## config.mk

```make
export PLATFORM = sky130hd
export DESIGN_NAME = window_scan_ctrl_flat
export DESIGN_NICKNAME = d
export VERILOG_FILES = /design/src/rtl/window_scan_ctrl_if.sv /design/src/rtl/window_scan_ctrl.sv /design/src/flat_wrapper.sv
export SDC_FILE = /design/constraint.sdc
export NUM_CORES = 1
export LEC_CHECK = 0
export ABC_AREA = 1
export BUFFER_PORTS_ARGS = -buffer_cell sky130_fd_sc_hd__buf_2
export CAP_MARGIN = 40
export CORE_MARGIN = 2
export CORE_UTILIZATION = 58
export CTS_BUF_LIST = sky130_fd_sc_hd__clkbuf_2
export DETAILED_ROUTE_END_ITERATION = 6
export GPL_TIMING_DRIVEN = 0
export PLACE_DENSITY = 0.81
export SLEW_MARGIN = 25
export SYNTH_ARGS = -nofsm -noshare
export SYNTH_HDL_FRONTEND = slang
export SYNTH_SLANG_ARGS = --single-unit
```

## constraint.sdc

```tcl
create_clock -name clk -period 1.8 [get_ports clk]
set_clock_uncertainty 0.05 [all_clocks]
set_input_delay 0.36 -clock clk [delete_from_list [all_inputs] [get_ports clk]]
set_output_delay 0.36 -clock clk [all_outputs]
set_load 0.01 [all_outputs]
```

## src/rtl/window_scan_ctrl_if.sv

```systemverilog
`default_nettype none
// +----------------------------------------------------------------------------+
// | window_scan_ctrl_if : pixel handshake + line-buffer/extractor strobes      |
// | Revision: 1.0                                                              |
// +----------------------------------------------------------------------------+
interface window_scan_ctrl_if #(
    parameter int WIDTH  = 32,
    parameter int HEIGHT = 32
) ();
    logic                      pix_valid;
    logic                      pix_ready;
    logic                      win_ready;
    logic                      buf_wr_en;
    logic [$clog2(WIDTH)-1:0]  buf_col;
    logic [$clog2(HEIGHT)-1:0] buf_row;
    logic                      buf_valid;
    logic                      in_row2_cond;

    modport master (
        input  pix_valid, win_ready,
        output pix_ready, buf_wr_en, buf_col, buf_row, buf_valid, in_row2_cond
    );

    modport slave (
        output pix_valid, win_ready,
        input  pix_ready, buf_wr_en, buf_col, buf_row, buf_valid, in_row2_cond
    );
endinterface
`default_nettype wire

```

## src/rtl/window_scan_ctrl.sv

```systemverilog
`default_nettype none
// +----------------------------------------------------------------------------+
// | window_scan_ctrl : raster-scan sequencer for the 3x3 window datapath       |
// | Optional WSC_WIN_CNT_EN adds the win_cnt handoff counter. Revision: 1.0    |
// +----------------------------------------------------------------------------+
module window_scan_ctrl #(
    parameter int WIDTH       = 32,
    parameter int HEIGHT      = 32,
    parameter int KERNEL_SIZE = 3
) (
    input  wire logic           clk,
    input  wire logic           rstb,
    input  wire logic           start,
    window_scan_ctrl_if.master  bus,
    output logic                busy,
    output logic                frame_done
`ifdef WSC_WIN_CNT_EN
    ,
    output logic [15:0]         win_cnt
`endif
);
    localparam int COL_W = $clog2(WIDTH);
    localparam int ROW_W = $clog2(HEIGHT);

    localparam logic [COL_W-1:0] COL_LAST      = COL_W'(WIDTH - 1);
    localparam logic [ROW_W-1:0] ROW_LAST      = ROW_W'(HEIGHT - 1);
    localparam logic [ROW_W-1:0] ROW_FILL_LAST = ROW_W'(KERNEL_SIZE - 2);
    localparam logic [COL_W-1:0] COL_K         = COL_W'(KERNEL_SIZE - 1);
    localparam logic [ROW_W-1:0] ROW_K         = ROW_W'(KERNEL_SIZE - 1);

    typedef enum logic [1:0] {
        ST_IDLE = 2'd0,
        ST_FILL = 2'd1,
        ST_RUN  = 2'd2,
        ST_DONE = 2'd3
    } state_t;

    state_t           state_q, state_d;
    logic [COL_W-1:0] col_q, col_d;
    logic [ROW_W-1:0] row_q, row_d;
    logic             last_q, last_d;
    logic             buf_wr_en_q, buf_wr_en_d;
    logic [COL_W-1:0] buf_col_q, buf_col_d;
    logic [ROW_W-1:0] buf_row_q, buf_row_d;
    logic             buf_valid_q, buf_valid_d;
    logic             in_row2_cond_q, in_row2_cond_d;

    logic             scanning;
    logic             pix_ready;
    logic             accept;
    logic             pix_last;

    assign scanning  = (state_q == ST_FILL) || (state_q == ST_RUN);
    // last_q blocks new pixels while the final window waits for the extractor
    assign pix_ready = scanning && !last_q && (!buf_valid_q || bus.win_ready);
    assign accept    = bus.pix_valid && pix_ready;
    assign pix_last  = (row_q == ROW_LAST) && (col_q == COL_LAST);

    always_comb begin
        state_d        = state_q;
        col_d          = col_q;
        row_d          = row_q;
        last_d         = last_q;
        buf_wr_en_d    = 1'b0;
        buf_col_d      = buf_col_q;
        buf_row_d      = buf_row_q;
        buf_valid_d    = buf_valid_q;
        in_row2_cond_d = in_row2_cond_q;

        if (bus.win_ready) begin
            buf_valid_d = 1'b0;
        end

        if (accept) begin
            buf_wr_en_d    = 1'b1;
            buf_col_d      = col_q;
            buf_row_d      = row_q;
            buf_valid_d    = 1'b1;
            in_row2_cond_d = (row_q >= ROW_K) && (col_q >= COL_K);
            if (col_q == COL_LAST) begin
                col_d = '0;
                if (!pix_last) begin
                    row_d = row_q + 1'b1;
                end
            end else begin
                col_d = col_q + 1'b1;
            end
        end

        case (state_q)
            ST_IDLE: begin
                if (start) begin
                    state_d = ST_FILL;
                    col_d   = '0;
                    row_d   = '0;
                    last_d  = 1'b0;
                end
            end
            ST_FILL: begin
                if (accept && (row_q == ROW_FILL_LAST) && (col_q == COL_LAST)) begin
                    state_d = ST_RUN;
                end
            end
            ST_RUN: begin
                if (accept && pix_last) begin
                    last_d = 1'b1;
                end
                if (last_q && buf_valid_q && bus.win_ready) begin
                    state_d = ST_DONE;
                    last_d  = 1'b0;
                end
            end
            ST_DONE: begin
                state_d = ST_IDLE;
            end
            default: begin
                state_d = ST_IDLE;
            end
        endcase
    end

    always_ff @(posedge clk or negedge rstb) begin
        if (!rstb) begin
            state_q        <= ST_IDLE;
            col_q          <= '0;
            row_q          <= '0;
            last_q         <= 1'b0;
            buf_wr_en_q    <= 1'b0;
            buf_col_q      <= '0;
            buf_row_q      <= '0;
            buf_valid_q    <= 1'b0;
            in_row2_cond_q <= 1'b0;
        end else begin
            state_q        <= state_d;
            col_q          <= col_d;
            row_q          <= row_d;
            last_q         <= last_d;
            buf_wr_en_q    <= buf_wr_en_d;
            buf_col_q      <= buf_col_d;
            buf_row_q      <= buf_row_d;
            buf_valid_q    <= buf_valid_d;
            in_row2_cond_q <= in_row2_cond_d;
        end
    end

`ifdef WSC_WIN_CNT_EN
    logic [15:0] win_cnt_q, win_cnt_d;

    always_comb begin
        win_cnt_d = win_cnt_q;
        if ((state_q == ST_IDLE) && start) begin
            win_cnt_d = '0;
        end else if (buf_valid_q && in_row2_cond_q && bus.win_ready) begin
            win_cnt_d = win_cnt_q + 16'd1;
        end
    end

    always_ff @(posedge clk or negedge rstb) begin
        if (!rstb) begin
            win_cnt_q <= '0;
        end else begin
            win_cnt_q <= win_cnt_d;
        end
    end

    assign win_cnt = win_cnt_q;
`endif

    assign bus.pix_ready    = pix_ready;
    assign bus.buf_wr_en    = buf_wr_en_q;
    assign bus.buf_col      = buf_col_q;
    assign bus.buf_row      = buf_row_q;
    assign bus.buf_valid    = buf_valid_q;
    assign bus.in_row2_cond = in_row2_cond_q;
    assign busy             = scanning;
    assign frame_done       = (state_q == ST_DONE);
endmodule
`default_nettype wire

```

## src/flat_wrapper.sv

```systemverilog
// flat-port wrapper written by rule: the top's interface ports become plain ports
module window_scan_ctrl_flat 
#(
    parameter int WIDTH       = 32,
    parameter int HEIGHT      = 32,
    parameter int KERNEL_SIZE = 3
)
  (clk, rstb, start, busy, frame_done, bus_pix_valid, bus_win_ready, bus_pix_ready, bus_buf_wr_en, bus_buf_col, bus_buf_row, bus_buf_valid, bus_in_row2_cond);
  window_scan_ctrl_if #(.WIDTH(WIDTH), .HEIGHT(HEIGHT)) bus_i ();
  input  wire logic clk;
  input  wire logic rstb;
  input  wire logic start;
  output logic busy;
  output logic frame_done;
  input wire logic [$bits(bus_i.pix_valid)-1:0] bus_pix_valid;
  input wire logic [$bits(bus_i.win_ready)-1:0] bus_win_ready;
  output wire logic [$bits(bus_i.pix_ready)-1:0] bus_pix_ready;
  output wire logic [$bits(bus_i.buf_wr_en)-1:0] bus_buf_wr_en;
  output wire logic [$bits(bus_i.buf_col)-1:0] bus_buf_col;
  output wire logic [$bits(bus_i.buf_row)-1:0] bus_buf_row;
  output wire logic [$bits(bus_i.buf_valid)-1:0] bus_buf_valid;
  output wire logic [$bits(bus_i.in_row2_cond)-1:0] bus_in_row2_cond;
  assign bus_i.pix_valid = bus_pix_valid;
  assign bus_i.win_ready = bus_win_ready;
  assign bus_pix_ready = bus_i.pix_ready;
  assign bus_buf_wr_en = bus_i.buf_wr_en;
  assign bus_buf_col = bus_i.buf_col;
  assign bus_buf_row = bus_i.buf_row;
  assign bus_buf_valid = bus_i.buf_valid;
  assign bus_in_row2_cond = bus_i.in_row2_cond;
  window_scan_ctrl #(.WIDTH(WIDTH), .HEIGHT(HEIGHT), .KERNEL_SIZE(KERNEL_SIZE)) u_core (.clk(clk), .rstb(rstb), .start(start), .bus(bus_i), .busy(busy), .frame_done(frame_done));
endmodule
```

==> impl_summary.txt, run 1 <==
----------------------------------------------------
[Clock network]
  Depth of the CTS H-tree ... 1
  Clock Latency Late Sink ... 340 ps
  Number of buffers between clock root and the deepest sink ... 2
  Clock root buffer ... sky130_fd_sc_hd__clkbuf_2
  TritonCTS clock tree ... done
  Num CTS Buffers ... 3
  Clock Sinks ... 26
  Clock input transition at the sequential cells of the worst setup and hold paths ... 230 ps

[STA]
  Setup repair after global routing missed its margin ... true
  Setup TNS after final layout ... -16.2 ps
  Slew at the pin with the worst max-slew slack ... about 580 ps
  Fmax achieved ... about 550 MHz
  Hold slack final ... 242 ps
  Setup violations, final ... 1
  Crit path time final ... 1820 ps
  Setup WS post-layout ... -16.2 ps
  Slew Limit Fails ... 0
  Tightest slew margin relative to the limit ... 61.6%
  Crit share post-route ... 101%
  Total count of hold-check failures in the final report ... 0

[Detailed routing]
  Initial DRC Count ... 33
  Total wire length ... 2800 um
  Uppermost layer routed ... met4
  Met2 wire length ... roughly 1400 um
  Vias per cell ... 5.09
  Detailed Routing Iterations Pass 1 ... 4
  Wirelength per Cell ... 12.3 um
  DRT met1 WL ... 1280 um
  Residual antenna-violating net count after detailed routing ... 0
  Routed length on met3 ... 50 um
  DRC violations left ... 0
  Routed via count ... 1160

[Pwr]
  Post-layout power ... 2.16 mW
  Leakage power ... 0.886 nW
  Power density over cell area ... 1290 nW/um^2
  Worst IR Drop VDD ... between 1 and 1.5 mV

[Layout]
  Most common library cell in the layout ignoring fill and taps ... sky130_fd_sc_hd__nand2_1
  Antenna diode count ... 0
  Fraction of final layout cells with drive strength greater than 1 ... between 20% and 30%
  Fillers ... 158
  Commonest non-fill, non-tap cells in the layout ... sky130_fd_sc_hd__nand2_1, sky130_fd_sc_hd__dfrtp_1, sky130_fd_sc_hd__buf_2, sky130_fd_sc_hd__nor2_1, sky130_fd_sc_hd__inv_1
  Number of nets in the layout ... 219
  Final std cells w/o fill ... 228
  Area added between synthesis and finish ... 21.4%

[Floorplanning]
  Core region area ... 2230 um^2
  DIE AREA ... approximately 2800 um^2
  DIE WIDTH ... 52.6 um
  Top-level I/O count ... 21
  Row cnt ... 17
  Height of the die ... 52.6 um
  Starting utilization of the core area ... 61.5%

[Run status]
  Failing checks ... negative setup slack
  Status ... complete, but fails checks

[Placed design]
  Global placement routability congestion ... 0.872
  Placed insts ... 212
  Number of buffers inserted by port buffering ... 20
  Post-DP HPWL ... 1970 um

[Global route]
  Antenna violations before repair ... 0
  Vias in the first global route ... 1076
  Global-route wire length before repair ... approximately 4700 um
  Pin count of the biggest net entering global routing ... 27
  GRT overflow ... 0
  Global routing usage summed across all routing layers ... a little under a quarter

[Setup path]
  Type of the worst setup path ... register to primary output
  Startpoint class of the critical path ... register
  Worst Path Arrival ... 1410 ps
  Maximum net fanout on the critical path ... 3
  Crit path required time ... 1390 ps
  Crit. End Element ... primary output

[Synthesis]
  Sequential share of the synthesized area ... between 40% and 50%
  Mean area per synthesized cell ... 8.37 um^2
  Synthesized cell area ... around 1400 um^2
  Synthesis Warnings ... 0
  Post-synthesis register bit count ... 26
  Syn_nets ... 181
  Gate count of the mapped netlist ... around 160
  Count of distinct cell types in the synthesized netlist ... 23

[Job]
  Max-cap violation count ... 0

[Hold path]
  Class of the tightest hold or removal check ... primary input to register

----------------------------------------------------
==> stage by stage <==
step | setup WS [ps] | utilization [%] | area (um^2)
floorplan | 132 | - | 1370
global placement | -26.2 | 67.5 | 1510
detailed placement | -46.3 | 67.5 | 1510
CTS | -48.1 | 71.4 | 1600
global route | -149 | 74.6 | 1670
finish | -16.2 | 74.6 | 1670
==> state kept, by name, indices dropped and copies added, names as in the netlist <==
signal,flops
u_core.bus.in_row2_cond,1
u_core.bus.buf_wr_en,1
u_core.bus.buf_row,5
u_core.bus.buf_col,5
u_core.last_q,1
u_core.row_q,5
u_core.col_q,5
u_core.state_q,2
u_core.bus.buf_valid,1
==> report_power, final <==
group | switching [mW] | total, mW | internal, mW
Combinational | 0.671 | 1.18 | 0.510
Clock | 0.159 | 0.205 | 0.0453
Sequential | 0.0637 | 0.771 | 0.707
Total | 0.894 | 2.16 | 1.26
==> per-layer routing <==
metal  global-route usage, %  vias up
li1                        -      588
met1                    28.3      556
met2                    40.6       12
met3                    3.71        4
met4                    10.7        0
met5                       0        -
==> synth_stat cells <==
cell type | instances | area, um^2
sky130_fd_sc_hd__a21oi_1 | 7 | 35.0
sky130_fd_sc_hd__buf_2 | 1 | 5.00
sky130_fd_sc_hd__buf_6 | 1 | 11.3
sky130_fd_sc_hd__clkbuf_1 | 1 | 3.75
sky130_fd_sc_hd__clkinv_2 | 1 | 5.00
sky130_fd_sc_hd__dfrtp_1 | 26 | 651
sky130_fd_sc_hd__ha_1 | 12 | 150
sky130_fd_sc_hd__inv_1 | 20 | 75.1
sky130_fd_sc_hd__inv_2 | 1 | 3.75
sky130_fd_sc_hd__nand2_1 | 37 | 139
sky130_fd_sc_hd__nand2_2 | 4 | 25.0
sky130_fd_sc_hd__nand3_1 | 7 | 35.0
sky130_fd_sc_hd__nand3_2 | 2 | 20.0
sky130_fd_sc_hd__nand4_1 | 1 | 6.26
sky130_fd_sc_hd__nor2_1 | 19 | 71.3
sky130_fd_sc_hd__nor2_2 | 1 | 6.26
sky130_fd_sc_hd__nor2_4 | 1 | 11.3
sky130_fd_sc_hd__nor3_1 | 5 | 25.0
sky130_fd_sc_hd__nor3_2 | 1 | 10.0
sky130_fd_sc_hd__nor3b_1 | 1 | 7.51
sky130_fd_sc_hd__o21ai_0 | 8 | 40.0
sky130_fd_sc_hd__o21ai_1 | 6 | 30.0
sky130_fd_sc_hd__or2_2 | 1 | 6.26
==> layout make-up <==
class,instances,area [um^2],area share (%)
Buffer,3,20.0,1.20
Timing Repair Buffer,33,206,12.4
Tap cell,28,35.0,2.10
Inverter,22,83.8,5.03
Multi-Input combinational cell,113,656,39.3
Sequential cell,26,651,39.0
Clock buffer,3,15.0,0.901
==> cells by family after synthesis <==
group	after synthesis	share of synthesized area, %
compound gates	21	7.66
fa+ha+maj	12	10.9
buf+inv	25	7.56
simple gates	80	26.4
flops	26	47.4
==> final timing paths <==
path	cells past startpoint	slack (ps)	to	start
max in group asynchronous	2	860	u_core.row_q[2]$_DFF_PN0_	rstb
hold / removal	4	240	u_core.bus.buf_valid$_DFFE_PN0P_	bus_win_ready
min in group asynchronous	2	450	u_core.col_q[4]$_DFF_PN0_	rstb
setup reg to reg	9	40	u_core.row_q[3]$_DFF_PN0_	u_core.col_q[0]$_DFF_PN0_
setup / recovery	5	-20	bus_pix_ready	u_core.state_q[0]$_DFFE_PN0P_
hold reg to reg	2	460	u_core.bus.buf_col[0]$_DFFE_PN0N_	u_core.bus.buf_col[0]$_DFFE_PN0N_
==> timing repair <==
item,4_1_cts,5_1_grt
setup buffers,6,6
gates resized for setup,5,7
pin swaps,1,4
hold buffers,1,0
hold endpoints to repair,26,0
setup endpoints to repair,12,13
==> critical path, stage by stage, from the launching register on <==
cell and delay [ps]:
sky130_fd_sc_hd__dfrtp_1 410, sky130_fd_sc_hd__inv_2 60, sky130_fd_sc_hd__ha_4 280, sky130_fd_sc_hd__inv_2 40
sky130_fd_sc_hd__nor3b_2 130, sky130_fd_sc_hd__buf_2 140
No activity file was read; power rests on OpenSTA's default activity.
==> run 2, diff against run 1 <==
--- a/config.mk
+++ b/config.mk
@@ -15,5 +15,5 @@
 export GPL_TIMING_DRIVEN = 0
 export PLACE_DENSITY = 0.81
-export SLEW_MARGIN = 25
+export SLEW_MARGIN = 20
 export SYNTH_ARGS = -nofsm -noshare
 export SYNTH_HDL_FRONTEND = slang
==> constraint.sdc (replaced) <==
create_clock -name clk -period 1.8 [get_ports clk]
set_clock_uncertainty 0.05 [all_clocks]
set_input_delay 0 -clock clk [delete_from_list [all_inputs] [get_ports clk]]
set_output_delay 0 -clock clk [all_outputs]
set_load 0.01 [all_outputs]
==> run 2 against run 1 <==
The flow now finishes without violations. Combinational power down 9%. Sequential cell count stayed put. Global-route usage fell by 0.79 points. Fmax rose by 3.1%. Setup slack better by 54 ps. Die area stayed put. Critical path type is now register to register. Largest cell class is now sequential cells.
==> impl_summary.txt, run 2 (synthesis results as in run 1) <==
----------------------------------------------------
[Global route]
  Global-route wire length before repair ... 4530 um (was 4690 um)
  Pin count of the biggest net entering global routing ... 27 (unchanged)
  GRT overflow ... 0 (unchanged)
  Vias in the first global route ... 1048 (was 1076)
  Global routing usage summed across all routing layers ... 22.6% (was 23.4%)
  Antenna violations before repair ... 0 (unchanged)

[Placed design]
  Global placement routability congestion ... 0.872 (unchanged)
  Dpl ws ... -46.3 ps (unchanged)
  Post-place instance area ... 1510 um^2 (unchanged)
  Post-DP HPWL ... 1970 um (unchanged)
  Number of buffers inserted by port buffering ... 20 (unchanged)
  Placed insts ... 212 (unchanged)

[Detailed routing]
  Routed via count ... 1149 (was 1160)
  Met2 wire length ... 1410 um (was 1440 um)
  DRC violations left ... 0 (unchanged)
  DRT met1 WL ... 1240 um (was 1280 um)
  Routed length on met3 ... 55 um (was 50 um)
  Wirelength per Cell ... 12.2 um (was 12.3 um)
  Uppermost layer routed ... met4 (unchanged)
  Initial DRC Count ... 28 (was 33)
  Total wire length ... 2770 um (was 2800 um)
  Detailed Routing Iterations Pass 1 ... 4 (unchanged)
  Residual antenna-violating net count after detailed routing ... 0 (unchanged)
  Vias per cell ... 5.08 (was 5.09)

[Pwr]
  Post-layout power ... 2.05 mW (was 2.16 mW)
  Power density over cell area ... 1260 nW/um^2 (was 1290 nW/um^2)
  Worst IR Drop VDD ... 1.14 mV (was 1.21 mV)
  Leakage power ... 0.876 nW (was 0.886 nW)

[Layout]
  Final non-filler cell area ... 1630 um^2 (was 1670 um^2)
  Most common library cell in the layout ignoring fill and taps ... sky130_fd_sc_hd__nand2_1 (unchanged)
  Fillers ... 164 (was 158)
  Area added between synthesis and finish ... 19.1% (was 21.4%)
  Antenna diode count ... 0 (unchanged)
  Number of nets in the layout ... 217 (was 219)
  Final std cells w/o fill ... 226 (was 228)
  Fraction of final layout cells with drive strength greater than 1 ... 25.8% (was 29.0%)
  Commonest non-fill, non-tap cells in the layout ... sky130_fd_sc_hd__nand2_1, sky130_fd_sc_hd__dfrtp_1, sky130_fd_sc_hd__buf_2, sky130_fd_sc_hd__nor2_1, sky130_fd_sc_hd__inv_1 (unchanged)

[STA]
  Crit path time final ... 1760 ps (was 1820 ps)
  Total count of hold-check failures in the final report ... 0 (unchanged)
  Fmax achieved ... 567 MHz (was 551 MHz)
  Slew at the pin with the worst max-slew slack ... 577 ps (was 575 ps)
  Setup WS post-layout ... 37.7 ps (was -16.2 ps)
  Tightest slew margin relative to the limit ... 61.5% (was 61.6%)
  Setup violations, final ... 0 (was 1)
  Crit share post-route ... 97.9% (was 101%)
  Setup TNS after final layout ... 0 ps (was -16.2 ps)
  Slew Limit Fails ... 0 (unchanged)

[Setup path]
  Worst setup startpoint ... u_core.col_q[0]$_DFF_PN0_ (was u_core.state_q[0]$_DFFE_PN0P_)
  Maximum net fanout on the critical path ... 6 (was 3)
  Worst R2R End ... u_core.row_q[3]$_DFF_PN0_ (unchanged)
  Reg2reg setup slack ... 40 ps (about the same)
  Type of the worst setup path ... register to register (was register to primary output)
  Worst Path Arrival ... 1990 ps (was 1410 ps)
  Reg-to-reg startpoint ... u_core.col_q[0]$_DFF_PN0_ (unchanged)
  Crit path required time ... 2030 ps (was 1390 ps)
  Crit. End Element ... register (was primary output)
  Length in cells of the worst reg-to-reg path ... 9 (unchanged)
  End of the critical path ... u_core.row_q[3]$_DFF_PN0_ (was bus_pix_ready)
  Startpoint class of the critical path ... register (unchanged)

[Floorplanning]
  Starting utilization of the core area ... 61.5% (unchanged)
  Core region area ... 2230 um^2 (unchanged)
  Top-level I/O count ... 21 (unchanged)
  DIE WIDTH ... 52.6 um (unchanged)
  DIE AREA ... 2770 um^2 (unchanged)
  Row cnt ... 17 (unchanged)
  Height of the die ... 52.6 um (unchanged)

[Job]
  Max-cap violation count ... 0 (unchanged)

[Clock network]
  Clock input transition at the sequential cells of the worst setup and hold paths ... 240 ps (was 230 ps)
  Clock root buffer ... sky130_fd_sc_hd__clkbuf_2 (unchanged)
  Clock Latency Late Sink ... 350 ps (was 340 ps)
  Number of buffers between clock root and the deepest sink ... 2 (unchanged)
  TritonCTS clock tree ... done (unchanged)
  Num CTS Buffers ... 3 (unchanged)
  Depth of the CTS H-tree ... 1 (unchanged)
  Clock Sinks ... 26 (unchanged)

[Hold path]
  Class of the tightest hold or removal check ... primary input to register (unchanged)

[Run status]
  Status ... finished clean (was complete, but fails checks)

----------------------------------------------------
run 2: stage by stage:
stage | hold slack (ps) | utilization, %
2_1_floorplan | -346 | -
3_3_place_gp | -30.1 | 67.5
3_5_place_dp | -20.6 | 67.5
4_1_cts | 25.5 | 70.3
5_1_grt | 40.3 | 73.2
6_report | 43.7 | 73.2
run 2: layout make-up:
type                    instances  area, um^2  area share (%)
flip-flops and latches         26         651            39.8
multi-input cells             113         638            39.1
inverters                      22        83.8            5.13
repair buffers                 31         190            11.6
clock buffers                   3        15.0           0.919
well taps                      28        35.0            2.14
plain buffers                   3        21.3            1.30
run 2: critical path, cell delays in order, from the launching register on:
cell,delay (ps)
sky130_fd_sc_hd__dfrtp_1,410
sky130_fd_sc_hd__ha_1,140
sky130_fd_sc_hd__inv_1,70
sky130_fd_sc_hd__nor3_2,150
sky130_fd_sc_hd__ha_2,240
sky130_fd_sc_hd__inv_1,90
sky130_fd_sc_hd__nor2_4,180
sky130_fd_sc_hd__buf_4,150
sky130_fd_sc_hd__nand3_1,60
sky130_fd_sc_hd__a21oi_1,150
run 2: worst min path at each step:
stage,startpoint,end,slack (ps),cells past startpoint
2_1_floorplan,rstb,u_core.bus.buf_col[0]$_DFFE_PN0N_,-350,0
3_3_place_gp,rstb,u_core.bus.buf_col[1]$_DFFE_PN0N_,-30,1
3_5_place_dp,rstb,u_core.bus.buf_col[3]$_DFFE_PN0N_,-20,1
4_1_cts,bus_pix_valid,u_core.row_q[3]$_DFF_PN0_,30,5
5_1_grt,bus_pix_valid,u_core.bus.buf_wr_en$_DFF_PN0_,40,4
6_report,bus_pix_valid,u_core.bus.buf_wr_en$_DFF_PN0_,40,4
run 2: routing by layer:
layer	GRT usage, %	vias up
li1	-	585
met1	27.6	540
met2	38.8	16
met3	3.71	8
met4	10.7	0
met5	0	-
run 2: timing repair:
| item | 4_1_cts | 5_1_grt |
|---|---|---|
| endpoints found under the setup margin | 10 | 24 |
| pin swaps | 0 | 2 |
| buffers inserted | 2 | 6 |
| hold endpoints to repair | 30 | 0 |
| hold buffers | 3 | 0 |
| resized for setup | 1 | 6 |
run 2: where the power goes:
part | internal, mW | switching [mW]
combinational | 0.437 | 0.632
sequential | 0.707 | 0.0670
clock | 0.0453 | 0.163
total | 1.19 | 0.862
==> run 3, diff against run 2 <==
- clock period: 1.8 -> 2.01 ns (I/O delays scaled with it)
==> run 3 against run 2 <==
Critical path depth up 2. Final cell count down 2.7%. Sequential power down 8.9%. Core utilization down 2.9 points. Register-to-register slack better by 130 ps. Count of clock-buffer cells in the layout unchanged. Combinational power down 22%.
==> impl_summary.txt, run 3 (synthesis results as in run 1) <==
----------------------------------------------------
[Detailed routing]
  DRC violations left ... 0 (unchanged)
  Initial DRC Count ... 19 (was 28)
  Total wire length ... 2570 um (was 2770 um)
  Residual antenna-violating net count after detailed routing ... 0 (unchanged)
  Vias per cell ... 5.06 (was 5.08)
  Wirelength per Cell ... 11.7 um (was 12.2 um)
  Routed via count ... 1113 (was 1149)
  Detailed Routing Iterations Pass 1 ... 4 (unchanged)

[Floorplanning]
  Top-level I/O count ... 21 (unchanged)
  Starting utilization of the core area ... 61.5% (unchanged)
  Height of the die ... 52.6 um (unchanged)
  DIE WIDTH ... 52.6 um (unchanged)
  Core region area ... 2230 um^2 (unchanged)
  DIE AREA ... 2770 um^2 (unchanged)
  Row cnt ... 17 (unchanged)

[Clock network]
  Clock input transition at the sequential cells of the worst setup and hold paths ... 220 ps (was 240 ps)
  Number of buffers between clock root and the deepest sink ... 2 (unchanged)
  Clock Sinks ... 26 (unchanged)
  Depth of the CTS H-tree ... 1 (unchanged)
  Clock root buffer ... sky130_fd_sc_hd__clkbuf_2 (unchanged)
  Clock Latency Late Sink ... 350 ps (about the same)
  Num CTS Buffers ... 3 (unchanged)
  TritonCTS clock tree ... done (unchanged)

[Hold path]
  Class of the tightest hold or removal check ... primary input to register (unchanged)

[STA]
  Slew at the pin with the worst max-slew slack ... 572 ps (was 577 ps)
  Setup repair after global routing missed its margin ... false
  Crit share post-route ... 91.7% (was 97.9%)
  Slew Limit Fails ... 0 (unchanged)
  Crit path time final ... 1840 ps (was 1760 ps)
  Setup violations, final ... 0 (unchanged)
  Setup TNS after final layout ... 0 ps (unchanged)
  Fmax achieved ... 543 MHz (was 567 MHz)
  Setup WS post-layout ... 167 ps (was 37.7 ps)
  Tightest slew margin relative to the limit ... 61.9% (was 61.5%)
  Total count of hold-check failures in the final report ... 0 (unchanged)

[Placed design]
  Number of buffers inserted by port buffering ... 20 (unchanged)
  Dpl ws ... 164 ps (was -46.3 ps)
  Post-place instance area ... 1510 um^2 (unchanged)
  Post-DP HPWL ... 1970 um (unchanged)
  Global placement routability congestion ... 0.872 (unchanged)
  Placed insts ... 212 (unchanged)

[Setup path]
  CP cell instances ... ha_1 -> inv_1 -> nor3_1 -> ha_2 -> inv_1 -> nor2_4 -> nand2_2 -> clkinv_2 -> nand2_1 -> nand2_1 -> nor2_1 (was ha_1 -> inv_1 -> nor3_2 -> ha_2 -> inv_1 -> nor2_4 -> buf_4 -> nand3_1 -> a21oi_1)
  Kind of cell with the highest combined delay on the critical path ... simple AND/OR/NAND/NOR gates (was flip-flops)
  Crit. End Element ... register (unchanged)
  Cell with the largest stage delay on the worst path ... sky130_fd_sc_hd__dfrtp_1 (unchanged)
  Maximum net fanout on the critical path ... 7 (was 6)
  Type of the worst setup path ... register to register (unchanged)
  Worst stage delay on the critical path ... 460 ps (was 410 ps)
  Crit path required time ... 2220 ps (was 2030 ps)
  Startpoint class of the critical path ... register (unchanged)
  Worst Path Arrival ... 2050 ps (was 1990 ps)
  Buffers & Inverters on Critical Path ... 3 (unchanged)

[Global route]
  Antenna violations before repair ... 0 (unchanged)
  GRT overflow ... 0 (unchanged)
  Vias in the first global route ... 1039 (was 1048)
  Pin count of the biggest net entering global routing ... 27 (unchanged)
  Global-route wire length before repair ... 4500 um (was 4530 um)
  Global routing usage summed across all routing layers ... 22.5% (was 22.6%)

[Pwr]
  Post-layout power ... 1.72 mW (was 2.05 mW)
  Clock Power Share ... 10.7% (was 10.2%)
  Combinational Power Share ... 48.3% (was 52.1%)
  Fraction of power consumed by sequential logic ... 41.0% (was 37.7%)
  Leakage power ... 0.843 nW (was 0.876 nW)
  Net Sw Frac ... 42.2% (was 42.0%)
  Internal Power ... 0.994 mW (was 1.19 mW)
  Worst IR Drop VDD ... 0.996 mV (was 1.14 mV)
  Power density over cell area ... 1100 nW/um^2 (was 1260 nW/um^2)
  Net switching power ... 0.727 mW (was 0.862 mW)

[Layout]
  Final non-filler cell area ... 1570 um^2 (was 1630 um^2)
  Commonest non-fill, non-tap cells in the layout ... sky130_fd_sc_hd__nand2_1, sky130_fd_sc_hd__dfrtp_1, sky130_fd_sc_hd__buf_2, sky130_fd_sc_hd__inv_1, sky130_fd_sc_hd__nor2_1 (was sky130_fd_sc_hd__nand2_1, sky130_fd_sc_hd__dfrtp_1, sky130_fd_sc_hd__buf_2, sky130_fd_sc_hd__nor2_1, sky130_fd_sc_hd__inv_1)
  Antenna diode count ... 0 (unchanged)
  Number of nets in the layout ... 211 (was 217)
  Area added between synthesis and finish ... 14.4% (was 19.1%)
  Most common library cell in the layout ignoring fill and taps ... sky130_fd_sc_hd__nand2_1 (unchanged)
  Final std cells w/o fill ... 220 (was 226)
  Fraction of final layout cells with drive strength greater than 1 ... 20.8% (was 25.8%)

[Run status]
  Status ... finished clean (unchanged)

[Job]
  Max-cap violation count ... 0 (unchanged)

----------------------------------------------------
[run 3: area by class of cell]
cell class | count | area, um^2
Inverter | 22 | 83.8
Multi-Input combinational cell | 113 | 621
Fill cell | 170 | 663
Clock buffer | 3 | 15.0
Sequential cell | 26 | 651
Timing Repair Buffer | 25 | 145
Tap cell | 28 | 35.0
Buffer | 3 | 20.0
[run 3: final timing paths]
check / to / slack (ps) / cells past startpoint / startpoint
min in group asynchronous: u_core.col_q[4]$_DFF_PN0_ / 80 / 2 / rstb
setup / recovery: u_core.row_q[1]$_DFF_PN0_ / 170 / 11 / u_core.col_q[0]$_DFF_PN0_
max in group asynchronous: u_core.row_q[2]$_DFF_PN0_ / 1440 / 2 / rstb
setup reg to reg: u_core.row_q[1]$_DFF_PN0_ / 170 / 11 / u_core.col_q[0]$_DFF_PN0_
hold reg to reg: u_core.bus.buf_col[0]$_DFFE_PN0N_ / 460 / 2 / u_core.bus.buf_col[0]$_DFFE_PN0N_
hold / removal: u_core.bus.buf_wr_en$_DFF_PN0_ / 30 / 4 / bus_pix_valid
[run 3: what timing repair did]
item,CTS,global route
endpoints found under the hold margin,30,0
hold buffers,3,0
resized for setup,0,1
endpoints found under the setup margin,0,6
setup buffers,0,2
[run 3: metal layers]
layer / share of wire, % / global-route usage (%)
met5: 0 / 0
met4: 1.4 / 10.7
met3: 2.5 / 3.71
met2: 49 / 38.3
met1: 47 / 27.6
[run 3: through the flow]
step	hold slack (ps)	util (%)
floorplan	-346	-
global placement	-30.1	67.5
detailed placement	-20.6	67.5
CTS	24.6	69.5
global route	25.8	70.3
finish	34.9	70.3
[run 3: power groups by stage]
| stage | combinational, mW | sequential (mW) | clock (mW) |
|---|---|---|---|
| detailed placement | 0.811 | 0.720 | 0 |
| CTS | 0.816 | 0.709 | 0.191 |
| floorplan | 0.553 | 0.737 | 0 |
| global route | 0.961 | 0.720 | 0.214 |
| global placement | 0.770 | 0.715 | 0 |
| finish | 0.832 | 0.705 | 0.184 |
[run 3: tightest hold or removal path, stage by stage]
cell	delay (ps)
sky130_fd_sc_hd__buf_2	110
sky130_fd_sc_hd__nand3_2	110
sky130_fd_sc_hd__buf_6	150
sky130_fd_sc_hd__inv_2	60
